File: src/rtl/mem_access_fsm_if.sv
// SRAM-like request/response channel between the MEM-stage engine and the AXI-Lite bridge.
// The master drives the request side; the slave returns addr_ok/data_ok/rdata.
interface mem_access_fsm_if #(
    parameter int unsigned ADDR_W = 32
);
    logic              req;
    logic              wr;
    logic [3:0]        sel;
    logic [ADDR_W-1:0] addr;
    logic [31:0]       wdata;
    logic              addr_ok;
    logic              data_ok;
    logic [31:0]       rdata;

    modport master (
        output req, wr, sel, addr, wdata,
        input  addr_ok, data_ok, rdata
    );

    modport slave (
        input  req, wr, sel, addr, wdata,
        output addr_ok, data_ok, rdata
    );
endinterface

File: src/rtl/mem_access_fsm.sv
// Multi-cycle MEM-stage load/store engine: alignment checks, big-endian lanes, bus handshake.
// Define MEM_LLSC_EN to enable LL/SC (op codes 8/9) and the internal link bit.
module mem_access_fsm #(
    parameter int unsigned ADDR_W = 32,
    parameter int unsigned DATA_W = 32
) (
    input  logic              clk,
    input  logic              rst,
    input  logic              op_valid_i,
    input  logic [3:0]        op_i,
    input  logic [ADDR_W-1:0] addr_i,
    input  logic [31:0]       store_data_i,
    input  logic              flush_i,
    input  logic              llbit_clr_i,
    output logic              stall_o,
    output logic              result_valid_o,
    output logic [31:0]       result_data_o,
    output logic              adel_o,
    output logic              ades_o,
    output logic [ADDR_W-1:0] bad_vaddr_o,
    mem_access_fsm_if.master  bus
);

    if (DATA_W != 32) begin : g_bad_data_w
        $error("mem_access_fsm: DATA_W must be 32");
    end

    localparam logic [3:0] OpLb  = 4'd0;
    localparam logic [3:0] OpLbu = 4'd1;
    localparam logic [3:0] OpLh  = 4'd2;
    localparam logic [3:0] OpLhu = 4'd3;
    localparam logic [3:0] OpLw  = 4'd4;
    localparam logic [3:0] OpSb  = 4'd5;
    localparam logic [3:0] OpSh  = 4'd6;
    localparam logic [3:0] OpSw  = 4'd7;
    localparam logic [3:0] OpLl  = 4'd8;
    localparam logic [3:0] OpSc  = 4'd9;

    typedef enum logic [2:0] {
        StIdle,
        StAddr,
        StData,
        StDrain,
        StDone
    } state_e;

    state_e state_q, state_d;

    logic [3:0]        op_q;
    logic [ADDR_W-1:0] addr_q;
    logic              wr_q;
    logic [3:0]        sel_q;
    logic [31:0]       wdata_q;
    logic [31:0]       res_q;
    logic              adel_q;
    logic              ades_q;

    logic        op_legal;
    logic        sc_skip;
    logic        is_byte;
    logic        is_half;
    logic        is_store;
    logic        misalign;
    logic        start;
    logic        capture;
    logic [3:0]  sel_new;
    logic [31:0] wdata_new;
    logic [7:0]  byte_lane;
    logic [15:0] half_lane;
    logic [31:0] load_val;

    assign is_byte  = (op_i == OpLb) || (op_i == OpLbu) || (op_i == OpSb);
    assign is_half  = (op_i == OpLh) || (op_i == OpLhu) || (op_i == OpSh);
    assign is_store = (op_i == OpSb) || (op_i == OpSh) || (op_i == OpSw) || (op_i == OpSc);
    assign misalign = is_half ? addr_i[0] : (!is_byte && (addr_i[1:0] != 2'b00));

`ifdef MEM_LLSC_EN
    logic link_q;

    assign op_legal = (op_i <= OpSc);
    assign sc_skip  = (op_i == OpSc) && !link_q;

    // Clear wins over a same-cycle LL completion.
    always_ff @(posedge clk) begin
        if (rst) begin
            link_q <= 1'b0;
        end else if (llbit_clr_i) begin
            link_q <= 1'b0;
        end else if (capture && (op_q == OpLl)) begin
            link_q <= 1'b1;
        end else if (capture && (op_q == OpSc)) begin
            link_q <= 1'b0;
        end
    end
`else
    logic unused_llbit_clr;

    assign op_legal         = (op_i <= OpSw);
    assign sc_skip          = 1'b0;
    assign unused_llbit_clr = llbit_clr_i;
`endif

    assign start   = (state_q == StIdle) && op_valid_i && op_legal && !flush_i;
    assign capture = (state_q == StData) && bus.data_ok && !flush_i;

    always_comb begin
        sel_new   = 4'b1111;
        wdata_new = store_data_i;
        if (is_byte) begin
            sel_new   = 4'b1000 >> addr_i[1:0];
            wdata_new = {4{store_data_i[7:0]}};
        end else if (is_half) begin
            sel_new   = addr_i[1] ? 4'b0011 : 4'b1100;
            wdata_new = {2{store_data_i[15:0]}};
        end
    end

    // Lane 3 (bits 31:24) holds byte address 00.
    always_comb begin
        byte_lane = bus.rdata[31:24];
        case (addr_q[1:0])
            2'd0:    byte_lane = bus.rdata[31:24];
            2'd1:    byte_lane = bus.rdata[23:16];
            2'd2:    byte_lane = bus.rdata[15:8];
            default: byte_lane = bus.rdata[7:0];
        endcase
        half_lane = addr_q[1] ? bus.rdata[15:0] : bus.rdata[31:16];

        load_val = bus.rdata;
        case (op_q)
            OpLb:               load_val = {{24{byte_lane[7]}}, byte_lane};
            OpLbu:              load_val = {24'h0, byte_lane};
            OpLh:               load_val = {{16{half_lane[15]}}, half_lane};
            OpLhu:              load_val = {16'h0, half_lane};
            OpSb, OpSh, OpSw:   load_val = 32'h0;
            OpSc:               load_val = 32'h1;
            default:            load_val = bus.rdata;
        endcase
    end

    always_comb begin
        state_d        = state_q;
        stall_o        = 1'b0;
        result_valid_o = 1'b0;
        bus.req        = 1'b0;
        case (state_q)
            StIdle: begin
                if (start) begin
                    stall_o = 1'b1;
                    if (misalign || sc_skip) begin
                        state_d = StDone;
                    end else begin
                        state_d = StAddr;
                    end
                end
            end
            StAddr: begin
                stall_o = 1'b1;
                bus.req = 1'b1;
                // An accepted request must still see its data_ok, even if flushed.
                if (bus.addr_ok) begin
                    state_d = flush_i ? StDrain : StData;
                end else if (flush_i) begin
                    state_d = StIdle;
                end
            end
            StData: begin
                stall_o = 1'b1;
                if (bus.data_ok) begin
                    state_d = flush_i ? StIdle : StDone;
                end else if (flush_i) begin
                    state_d = StDrain;
                end
            end
            StDrain: begin
                if (bus.data_ok) begin
                    state_d = StIdle;
                end
            end
            StDone: begin
                result_valid_o = !flush_i;
                state_d        = StIdle;
            end
            default: state_d = StIdle;
        endcase
    end

    always_ff @(posedge clk) begin
        if (rst) begin
            state_q <= StIdle;
            op_q    <= 4'h0;
            addr_q  <= '0;
            wr_q    <= 1'b0;
            sel_q   <= 4'h0;
            wdata_q <= 32'h0;
            res_q   <= 32'h0;
            adel_q  <= 1'b0;
            ades_q  <= 1'b0;
        end else begin
            state_q <= state_d;
            if (start) begin
                op_q    <= op_i;
                addr_q  <= addr_i;
                wr_q    <= is_store;
                sel_q   <= sel_new;
                wdata_q <= wdata_new;
                res_q   <= 32'h0;
                adel_q  <= misalign && !is_store;
                ades_q  <= misalign && is_store;
            end else if (capture) begin
                res_q <= load_val;
            end
        end
    end

    assign bus.wr    = wr_q;
    assign bus.sel   = sel_q;
    assign bus.addr  = addr_q;
    assign bus.wdata = wdata_q;

    assign result_data_o = result_valid_o ? res_q : 32'h0;
    assign adel_o        = result_valid_o && adel_q;
    assign ades_o        = result_valid_o && ades_q;
    assign bad_vaddr_o   = (result_valid_o && (adel_q || ades_q)) ? addr_q : '0;

endmodule
File: src/flat_wrapper.sv
// flat-port wrapper written by rule: the top's interface ports become plain ports
module mem_access_fsm_flat 
#(
    parameter int unsigned ADDR_W = 32,
    parameter int unsigned DATA_W = 32
)
  (clk, rst, op_valid_i, op_i, addr_i, store_data_i, flush_i, llbit_clr_i, stall_o, result_valid_o, result_data_o, adel_o, ades_o, bad_vaddr_o, bus_req, bus_wr, bus_sel, bus_addr, bus_wdata, bus_addr_ok, bus_data_ok, bus_rdata);
  mem_access_fsm_if #(.ADDR_W(ADDR_W)) bus_i ();
  input  logic clk;
  input  logic rst;
  input  logic op_valid_i;
  input  logic [3:0] op_i;
  input  logic [ADDR_W-1:0] addr_i;
  input  logic [31:0] store_data_i;
  input  logic flush_i;
  input  logic llbit_clr_i;
  output logic stall_o;
  output logic result_valid_o;
  output logic [31:0] result_data_o;
  output logic adel_o;
  output logic ades_o;
  output logic [ADDR_W-1:0] bad_vaddr_o;
  output wire logic [$bits(bus_i.req)-1:0] bus_req;
  output wire logic [$bits(bus_i.wr)-1:0] bus_wr;
  output wire logic [$bits(bus_i.sel)-1:0] bus_sel;
  output wire logic [$bits(bus_i.addr)-1:0] bus_addr;
  output wire logic [$bits(bus_i.wdata)-1:0] bus_wdata;
  input wire logic [$bits(bus_i.addr_ok)-1:0] bus_addr_ok;
  input wire logic [$bits(bus_i.data_ok)-1:0] bus_data_ok;
  input wire logic [$bits(bus_i.rdata)-1:0] bus_rdata;
  assign bus_req = bus_i.req;
  assign bus_wr = bus_i.wr;
  assign bus_sel = bus_i.sel;
  assign bus_addr = bus_i.addr;
  assign bus_wdata = bus_i.wdata;
  assign bus_i.addr_ok = bus_addr_ok;
  assign bus_i.data_ok = bus_data_ok;
  assign bus_i.rdata = bus_rdata;
  mem_access_fsm #(.ADDR_W(ADDR_W), .DATA_W(DATA_W)) u_core (.clk(clk), .rst(rst), .op_valid_i(op_valid_i), .op_i(op_i), .addr_i(addr_i), .store_data_i(store_data_i), .flush_i(flush_i), .llbit_clr_i(llbit_clr_i), .stall_o(stall_o), .result_valid_o(result_valid_o), .result_data_o(result_data_o), .adel_o(adel_o), .ades_o(ades_o), .bad_vaddr_o(bad_vaddr_o), .bus(bus_i));
endmodule
File: config.mk
export PLATFORM = sky130hd
export DESIGN_NAME = mem_access_fsm_flat
export DESIGN_NICKNAME = d
export VERILOG_FILES = /design/src/rtl/mem_access_fsm_if.sv /design/src/rtl/mem_access_fsm.sv /design/src/flat_wrapper.sv
export SDC_FILE = /design/constraint.sdc
export NUM_CORES = 1
export LEC_CHECK = 0
export CORE_ASPECT_RATIO = 1.75
export CORE_MARGIN = 2
export CORE_UTILIZATION = 47
export CTS_BUF_LIST = sky130_fd_sc_hd__clkbuf_8
export DETAILED_ROUTE_END_ITERATION = 6
export PLACE_DENSITY = 0.88
export SLEW_MARGIN = 15
export SYNTH_ARGS = -nofsm -noshare
export SYNTH_HDL_FRONTEND = slang
export SYNTH_SLANG_ARGS = --single-unit
File: constraint.sdc
create_clock -name clk -period 3.9 [get_ports clk]
set_clock_uncertainty 0.05 [all_clocks]
set_input_delay 1.17 -clock clk [delete_from_list [all_inputs] [get_ports clk]]
set_output_delay 1.17 -clock clk [all_outputs]
set_load 0.1 [all_outputs]
==> run metrics, run 1 <==
Antenna Cells 0; Clock transition at path regs ~0.1 ns; Worst Path Required approximately 2.7 ns; Seq cells post-synth 110; Num Clock Sinks 110; post-synthesis sequential area ratio roughly 41%; WHS Endpoint u_core.bus.wdata[3]$_SDFFE_PP0P_; fmax between 200 and 300 MHz; top cells by area, synth dfxtp_1 41%, nand2_1 8.6%, and2_1 7.7%, a21oi_1 6.9%, mux2i_1 4.8%; placed cell count approximately 1,000; antenna violations before repair 0; core area about 0.011 mm^2; clock latency on the worst-skew pair approximately 0.36 ns; Tcrit/Tclk final 98.4%; boundary pin count roughly 250; Die Wd roughly 85 um; max_slew headroom about a third; vias per cell approximately 5.6; Layout Nets 995; Port Buffer Count roughly 240; initial core utilization approximately 47%; Layout fillers 748; root buf cell clkbuf_8; Total Routing Usage GR 29.0%; worst hold stages 2; reg2reg start u_core.state_q[1]$_SDFFE_PP0P_; minimum clock period ~3.8 ns; Reg2Reg Depth 4; commonest non-fill, non-tap cell in the layout nand2_1; Die Height ~150 um; crit path launch type input port; synthesis-to-finish area growth 60.5%; Avg WL per Cell roughly 18 um; post-synth net total slightly below 800; Hold Crit Class reg -> reg; DRC Markers 0; Max H-tree Level 3; number of nets still failing antenna checks after routing 0; Placer Congestion between 0.8 and 0.9; via count between 5,000 and 6,000; first-pass GRT wire length ~29,000 um; RSZ-0062 raised after global routing false; most frequent cells in the layout 125 x nand2_1, 110 x dfxtp_1, 108 x clkdlybuf4s50_1; largest net degree at the start of global routing 45; Synth warnings 0; max-cap violation count 0; Slew @ Worst Pin approximately 0.99 ns; nature of the critical path endpoint output port; Setup CP Type in -> out; hold slack 0.411 ns; 1st-pass router iterations 7; Hold Vio Cnt, Final 0; DRT iter0 DRCs about 260; Worst R2R Setup Slack about 1.5 ns; Netlist cell types between 40 and 50; Mapped Area 0.00544 mm^2; post-layout util between 70% and 80%; Leakage ~3.4 nW; DP HPWL around 14,000 um; Power, Total 2.44 mW; VDD IR max between 0.0002 and 0.00025 V; Clock Tree Buf Depth 2; Yosys top cell by area dfxtp_1; die area about 0.012 mm^2; total CTS buffers 9; remaining global-route overflow 0; largest fanout on the critical path 16; Avg Cell Area, Syn between 8 and 9 um^2; Total Wirelength 18,700 um; arrival time worst endpoint ~2.6 ns; Row Count 52; Pwr Density 280 mW/mm^2; hold_sp u_core.bus.wdata[3]$_SDFFE_PP0P_; Non-Filler Instances roughly 1,000; CTS tree yes; multi-input logic area ~0.003 mm^2; post-synth top area share between 40% and 50%; share of cells above drive strength 1 between 20% and 30%; status finished, final reports clean; R2R Path End u_core.res_q[14]$_SDFFE_PP0P_; FF/Latch Area 0.00220 mm^2; Syn Inst Count roughly 670; setup violators final 0; vias in the first global route roughly 5,700; max-slew violation count 0
-- routing by layer --
layer	share of wire [%]	GRT usage (%)
met3	6.4	5.03
met4	4.8	14.5
met2	55	53.0
met1	34	31.3
met5	0	0
-- critical path: stages --
cell and delay [ns]:
dlygate4sd2_1 0.28, nor4b_4 0.32, o21a_2 0.29, buf_12 0.16
and2_2 0.20, buf_12 0.18
-- cell families after synthesis --
logic type / Yosys count / share of synthesized area, %
AO/OA/AOI/OAI: 176 / 19.6
buffers and inverters: 61 / 5.52
flip-flops: 110 / 40.5
multiplexers: 40 / 9.14
AND/OR/NAND/NOR: 279 / 25.2
-- Yosys cell counts, drive strengths merged --
master  number
nor3        15
nor3b        1
a22o         1
or3          1
nor4b        2
nand2      125
nor4         2
or4          2
mux4         7
o21a         3
o21bai       1
o211ai       2
o31a         1
inv          7
a22oi        9
nand3b       8
dfxtp      110
a32oi        1
mux2         7
a21oi       75
o32ai        1
a311oi       1
a211oi      30
buf         27
nor2b        2
or3b         2
and2        67
a31oi        1
a221oi       2
nor2        39
nand3        4
nand2b       9
o21ai       38
a21o         2
clkbuf      27
a211o        8
mux2i       26
-- area by class of cell --
class | count | share of cell area, %
Sequential cell | 110 | 25.2
Clock inverter | 6 | 0.545
Clock buffer | 9 | 1.42
Inverter | 7 | 0.301
Timing Repair Buffer | 265 | 36.2
Multi-Input combinational cell | 495 | 34.4
Tap cell | 135 | 1.94
-- registers in the layout, summed over array words and instances (netlist names) --
register / count
u_core.bus.sel: 4
u_core.bus.wr: 1
u_core.adel_q: 1
u_core.res_q: 32
u_core.bus.wdata: 32
u_core.ades_q: 1
u_core.op_q: 4
u_core.bus.addr: 32
u_core.state_q: 3
-- stage by stage --
step           instance area [um^2]  setup TNS [ns]  setup slack [ns]
6_report                       8720               0            0.0634
2_1_floorplan                  5490          -0.227            -0.227
4_1_cts                        8720               0            0.0337
3_3_place_gp                   8510           -1.77           -0.0579
3_5_place_dp                   8510           -2.99           -0.0863
5_1_grt                        8720               0            0.0161
-- power by group --
group / switching (mW) / internal [mW]
Clock: 0.394 / 0.235
Combinational: 0.407 / 0.220
Sequential: 0.0273 / 1.16
-- timing repair --
item                                    CTS  global route
setup buffers                             1             0
endpoints found under the setup margin   67             0
gates resized for setup                   4             0
hold buffers                              0             0
-- how the worst max path moves through the flow --
stage	startpoint	to	slack (ns)	cells after the start
global route	flush_i	result_data_o[1]	0.02	6
global placement	flush_i	bad_vaddr_o[18]	-0.06	6
CTS	flush_i	bad_vaddr_o[12]	0.03	6
floorplan	flush_i	result_data_o[22]	-0.23	3
detailed placement	flush_i	result_data_o[1]	-0.09	5
finish	flush_i	bad_vaddr_o[12]	0.06	6
Note: power is estimated with default switching activity, not from simulation.
==> run 2, diff against run 1 <==
Settings changed: GPL_TIMING_DRIVEN set to 0, TNS_END_PERCENT set to 5.
==> run metrics, run 2 (synthesis results as in run 1) <==
Layout fillers 919 (+23%); DP HPWL 14,900 um (+5.3%); vias per cell 5.61 (-0.29%); largest fanout on the critical path 7 (-9); Die Height 146 um (unchanged); Port Buffer Count 241 (-0.82%); fmax 259 MHz (-0.67%); synthesis-to-finish area growth 53.4%; Setup CP Type in -> out; nature of the critical path endpoint output port; Sequential Power Share 47.4% (-1.1 points); Avg WL per Cell 18.6 um (+2.3%); highest metal used met4; Setup WS pre-CTS -1.57 ns (-1.48 ns); share of cells above drive strength 1 16.1% (-10 points); first-pass GRT wire length 29,100 um (+1.2%); Placer Congestion 0.956 (+6.4%); Tcrit/Tclk final 99.0% (+0.66 points); DRT iter0 DRCs 278 (+5.7%); metal3 WL 1380 um (+16%); placed cell count 1,042 (+3.2%); initial core utilization 47.5% (unchanged); Die Wd 85.3 um (unchanged); status finished, final reports clean; Worst Path Required 2.68 ns (about the same); hold_sp u_core.bus.wdata[5]$_SDFFE_PP0P_; clock share of power 26.6% (+0.8 points); fin area 0.00834 mm^2 (-4.4%); Power Internal 1.64 mW (+1.8%); root buf cell clkbuf_8; Comb power frac 26.0% (+0.3 points); Hold Crit Class reg -> reg; Layout Nets 1,027 (+3.2%); core area 0.0115 mm^2 (unchanged); largest net degree at the start of global routing 19 (-58%); Hold Vio Cnt, Final 0 (unchanged); Clock Tree Buf Depth 2 (unchanged); boundary pin count 245 (unchanged); dpl cell area 0.00802 mm^2 (-5.8%); clock latency on the worst-skew pair 0.37 ns (about the same); CTS tree yes; Slew @ Worst Pin 1.09 ns (+0.0958 ns); Max H-tree Level 3 (unchanged); commonest non-fill, non-tap cell in the layout clkdlybuf4s50_1; remaining global-route overflow 0 (unchanged); worst hold stages 2 (unchanged); DRC Markers 0 (unchanged); Row Count 52 (unchanged); Switching Share 34.1% (+0.19 points); R2R Path End u_core.res_q[14]$_SDFFE_PP0P_; Worst R2R Setup Slack 1.63 ns (+0.14 ns); minimum clock period 3.86 ns (+0.0258 ns); antenna violations before repair 0 (unchanged); max-slew violation count 0 (unchanged); Total Wirelength 19,700 um (+5.4%); met2 wire len 10,600 um (+3.5%); Pwr Density 299 mW/mm^2 (+6.9%); number of nets still failing antenna checks after routing 0 (unchanged); max-cap violation count 0 (unchanged); Antenna Cells 0 (unchanged); Total Routing Usage GR 29.5% (+0.51 points); VDD IR max 0.000281 V (+31%); setup violators final 0 (unchanged); WHS Endpoint u_core.bus.wdata[5]$_SDFFE_PP0P_; hold slack 0.419 ns (+0.00808 ns); arrival time worst endpoint 2.64 ns (+0.02 ns); Non-Filler Instances 1,059 (+3.1%); total CTS buffers 9 (unchanged); Clock transition at path regs 0.11 ns (about the same); vias in the first global route 5,757 (+0.82%); max_slew headroom 27.4% (-6.4 points); most frequent cells in the layout 172 x clkdlybuf4s50_1, 125 x nand2_1, 110 x dfxtp_1; 1st-pass router iterations 7 (unchanged); Sw Pwr 0.851 mW (+2.7%); wl on met1 6580 um (+3.2%); final worst setup slack 0.0376 ns (-0.0258 ns); crit path launch type input port; Num Clock Sinks 110 (unchanged); RSZ-0062 raised after global routing false; die area 0.0125 mm^2 (unchanged); final setup TNS 0 ns (unchanged); Leakage 3.24 nW (-5.9%); via count 5,942 (+2.8%); reg2reg start u_core.bus.addr[0]$_SDFFE_PP0P_; Reg2Reg Depth 6 (+2)
run 2: cell count changes in the layout (fill, tap and decap cells not counted), moves of 2 or more:
cell and change:
and2_1 +31, and2_2 -37, and2_4 +6, buf_12 -57
buf_2 +22, buf_4 -52, buf_6 +20, buf_8 +5
clkbuf_1 +21, clkbuf_2 +4, clkbuf_4 +4, clkdlybuf4s15_2 +2
clkdlybuf4s50_1 +64
run 2: critical path: stages:
cell and delay [ns]:
clkdlybuf4s50_1 0.54, or3b_4 0.48, a21oi_2 0.22, buf_8 0.23
run 2: area by class of cell:
class                      instances  area, um^2  share of cell area, %
timing repair buffer             243        2510                   30.1
clock buffer                      10         138                   1.65
buffer                            54         289                   3.47
inverter                           7        26.3                  0.315
sequential                       110        2200                   26.4
tap                              135         169                   2.03
clock inverter                     5        43.8                  0.525
multi-input combinational        495        2960                   35.5
run 2: routing by layer:
metal	vias to the layer above	track usage [%]
met5	-	0
met4	0	17.2
met3	74	6.67
met2	295	53.9
met1	2767	29.8
li1	2806	-
run 2: repair_timing:
| action | in CTS | in global routing |
|---|---|---|
| cloned | 0 | 1 |
| gates resized for setup | 442 | 40 |
| pin swaps | 1 | 1 |
| setup buffers | 1 | 0 |
| hold buffers | 0 | 0 |
| setup endpoints to repair | 68 | 60 |
run 2: worst max path at each step:
stage                     depth (start not counted)                end  slack (ns)  startpoint
after floorplan                                   3  result_data_o[22]       -0.23     flush_i
after global placement                            6     bad_vaddr_o[1]       -1.55     flush_i
after detailed placement                          6    bad_vaddr_o[15]       -1.57     flush_i
after CTS                                         4            stall_o       -0.01     op_i[3]
after global routing                              4            stall_o        0.01     op_i[3]
final                                             4            stall_o        0.04     op_i[3]
run 2: through the flow:
step                      util [%]  power, mW
after floorplan                  -       1.60
final                         72.8       2.49
after detailed placement      70.1       1.85
after global placement        70.1       1.84
after global routing          72.8       2.58
after CTS                     71.9       2.49
run 2: power by group through the flow:
stage                     clock (mW)  sequential, mW  combinational, mW
after floorplan                    0            1.42              0.182
after global placement             0            1.21              0.635
after detailed placement           0            1.21              0.639
after CTS                      0.668            1.18              0.642
after global routing           0.718            1.19              0.677
final                          0.664            1.18              0.648
==> run 3, diff against run 2 <==
--- a/config.mk
+++ b/config.mk
@@ -13,3 +13,5 @@
 export GPL_TIMING_DRIVEN = 0
+export HOLD_SLACK_MARGIN = 0.08
 export PLACE_DENSITY = 0.88
+export REMOVE_ABC_BUFFERS = 1
 export SLEW_MARGIN = 15
==> constraint.sdc (replaced) <==
create_clock -name clk -period 3.9 [get_ports clk]
set_clock_uncertainty 0.05 [all_clocks]
set_input_delay 0.39 -clock clk [delete_from_list [all_inputs] [get_ports clk]]
set_output_delay 0.39 -clock clk [all_outputs]
set_load 0.1 [all_outputs]
==> run metrics, run 3 (synthesis results as in run 1) <==
Worst R2R Setup Slack 1.27 ns (-0.36 ns); Placer Congestion 0.882 (-7.7%); max_slew headroom 31.2% (+3.8 points); Die Wd 85.3 um (unchanged); Num Clock Sinks 110 (unchanged); VDD IR max 0.000219 V (-22%); hold slack 0.197 ns (-0.222 ns); crit path launch type input port; multi-input logic area 0.00296 mm^2 (-0.25%); Layout fillers 942 (+2.5%); Slew @ Worst Pin 1.03 ns (-0.0563 ns); Port Buffer Count 243 (+0.83%); share of cells above drive strength 1 10.1% (-6.1 points); R2R Path End u_core.res_q[11]$_SDFFE_PP0P_; Leakage 2.98 nW (-7.8%); 1st-pass router iterations 4 (-3); CP max-delay cell nor4b_4; Hold Crit Class in -> reg; synthesis-to-finish area growth 48.7%; most frequent cells in the layout 210 x clkdlybuf4s50_1, 125 x nand2_1, 110 x dfxtp_1; largest net degree at the start of global routing 77 (+58); setup violators final 0 (unchanged); max incr delay on CP 0.71 ns (+0.17 ns); Clock transition at path regs 0.10 ns (about the same); max-cap violation count 0 (unchanged); status finished, final reports clean; minimum clock period 3.71 ns (-0.156 ns); root buf cell clkbuf_8; # hold bufs at CTS 0 (unchanged); WHS Endpoint u_core.bus.addr[26]$_SDFFE_PP0P_; number of nets still failing antenna checks after routing 0 (unchanged); Hold Vio Cnt, Final 0 (unchanged); Total Wirelength 16,900 um (-14%); via count 5,609 (-5.6%); total CTS buffers 9 (unchanged); reg2reg start u_core.state_q[1]$_SDFFE_PP0P_; vias in the first global route 5,462 (-5.1%); final worst setup slack 0.194 ns (+0.156 ns); Total Routing Usage GR 26.6% (-3.0 points); fin area 0.00808 mm^2 (-3.0%); dpl cell area 0.00795 mm^2 (-0.94%); Reg2Reg Depth 8 (+2); boundary pin count 245 (unchanged); antenna violations before repair 0 (unchanged); die area 0.0125 mm^2 (unchanged); DP HPWL 12,500 um (-16%); Pwr Density 312 mW/mm^2 (+4.3%); Tcrit/Tclk final 95.0% (-4.0 points); Die Height 146 um (unchanged); Setup CP Type in -> out; initial core utilization 47.5% (unchanged); remaining global-route overflow 0 (unchanged); nature of the critical path endpoint output port; core area 0.0115 mm^2 (unchanged); Clock Tree Buf Depth 2 (unchanged); vias per cell 5.50 (-2.0%); first-pass GRT wire length 27,000 um (-7.4%); max-slew violation count 0 (unchanged); arrival time worst endpoint 3.27 ns (+0.63 ns); Worst Path Required 3.46 ns (+0.78 ns); FF/Latch Area 0.00220 mm^2 (unchanged); DRT iter0 DRCs 202 (-27%); Antenna Cells 0 (unchanged); final setup TNS 0 ns (unchanged); Setup WS pre-CTS -0.679 ns (+0.891 ns); Row Count 52 (unchanged); fmax 270 MHz (+4.2%); worst hold stages 2 (unchanged); worst path cell trace clkdlybuf4s50_1, nor4b_4, buf_6, o21a_2, and2_1, clkdlybuf4s15_2; largest fanout on the critical path 32 (+25); Max H-tree Level 3 (unchanged); post-CTS setup buffer count 0 (-1); CTS tree yes; hold_sp rst; RSZ-0062 raised after global routing false; clock latency on the worst-skew pair 0.36 ns (about the same); Power, Total 2.52 mW (+1.1%); Layout Nets 987 (-3.9%); Avg WL per Cell 16.6 um (-11%); DRC Markers 0 (unchanged); commonest non-fill, non-tap cell in the layout clkdlybuf4s50_1
==> run 3: cell count changes in the layout (fill, tap and decap cells not counted), moves of 2 or more <==
cell	delta
clkbuf_4	-4
clkbuf_2	+15
buf_12	-12
buf_4	-28
clkdlybuf4s50_1	+38
clkbuf_1	-21
clkdlybuf4s15_2	+11
buf_8	-2
buf_6	-16
buf_2	-21
and2_1	+7
and2_4	-6
==> run 3: where the power goes <==
part | switching, mW | leakage (nW) | total, mW | internal, mW
Sequential | 0.0288 | 0.892 | 1.19 | 1.16
Combinational | 0.394 | 1.99 | 0.623 | 0.229
Clock | 0.392 | 0.103 | 0.712 | 0.320
Total | 0.815 | 2.98 | 2.52 | 1.71
==> run 3: worst max-delay path by stage <==
stage,end,slack [ns],depth (start not counted),from
after global routing,bad_vaddr_o[27],0.04,5,u_core.state_q[2]$_SDFFE_PP0P_
after detailed placement,bad_vaddr_o[27],-0.68,6,flush_i
after global placement,u_core.res_q[4]$_SDFFE_PP0P_,-2.97,6,flush_i
after floorplan,u_core.res_q[1]$_SDFFE_PP0P_,-0.29,5,op_i[3]
after CTS,bad_vaddr_o[31],-0.004,6,flush_i
final,bad_vaddr_o[27],0.19,6,flush_i
==> run 3: layer usage <==
metal / track usage [%] / share of wire, %
met2: 48.4 / 53
met3: 6.50 / 6.9
met5: 0 / 0
met4: 12.0 / 3.6
met1: 28.2 / 37
==> run 3: layout make-up <==
class                           instances  area share, %
Clock buffer                           10           1.70
Multi-Input combinational cell        495           36.6
Timing Repair Buffer                  257           31.2
Inverter                                7          0.325
Clock inverter                          6          0.851
Sequential cell                       110           27.2
Tap cell                              135           2.09
==> run 3: timing repair <==
action | CTS | global route
setup endpoints to repair | 32 | 19
pin swaps | 0 | 0
gates resized for setup | 78 | 19
==> run 3: critical path, delay by kind of cell <==
kind	cells	cell delay, ns
buf+inv	3	1.38
compound gates	1	0.49
simple gates	2	0.97
==> run 3: per-stage QoR <==
| step | instances | utilization [%] |
|---|---|---|
| after detailed placement | 1004 | 69.4 |
| final | 1020 | 70.6 |
| after global placement | 990 | 67.8 |
| after CTS | 1020 | 71.4 |
| after floorplan | 612 | - |
| after global routing | 1020 | 70.6 |
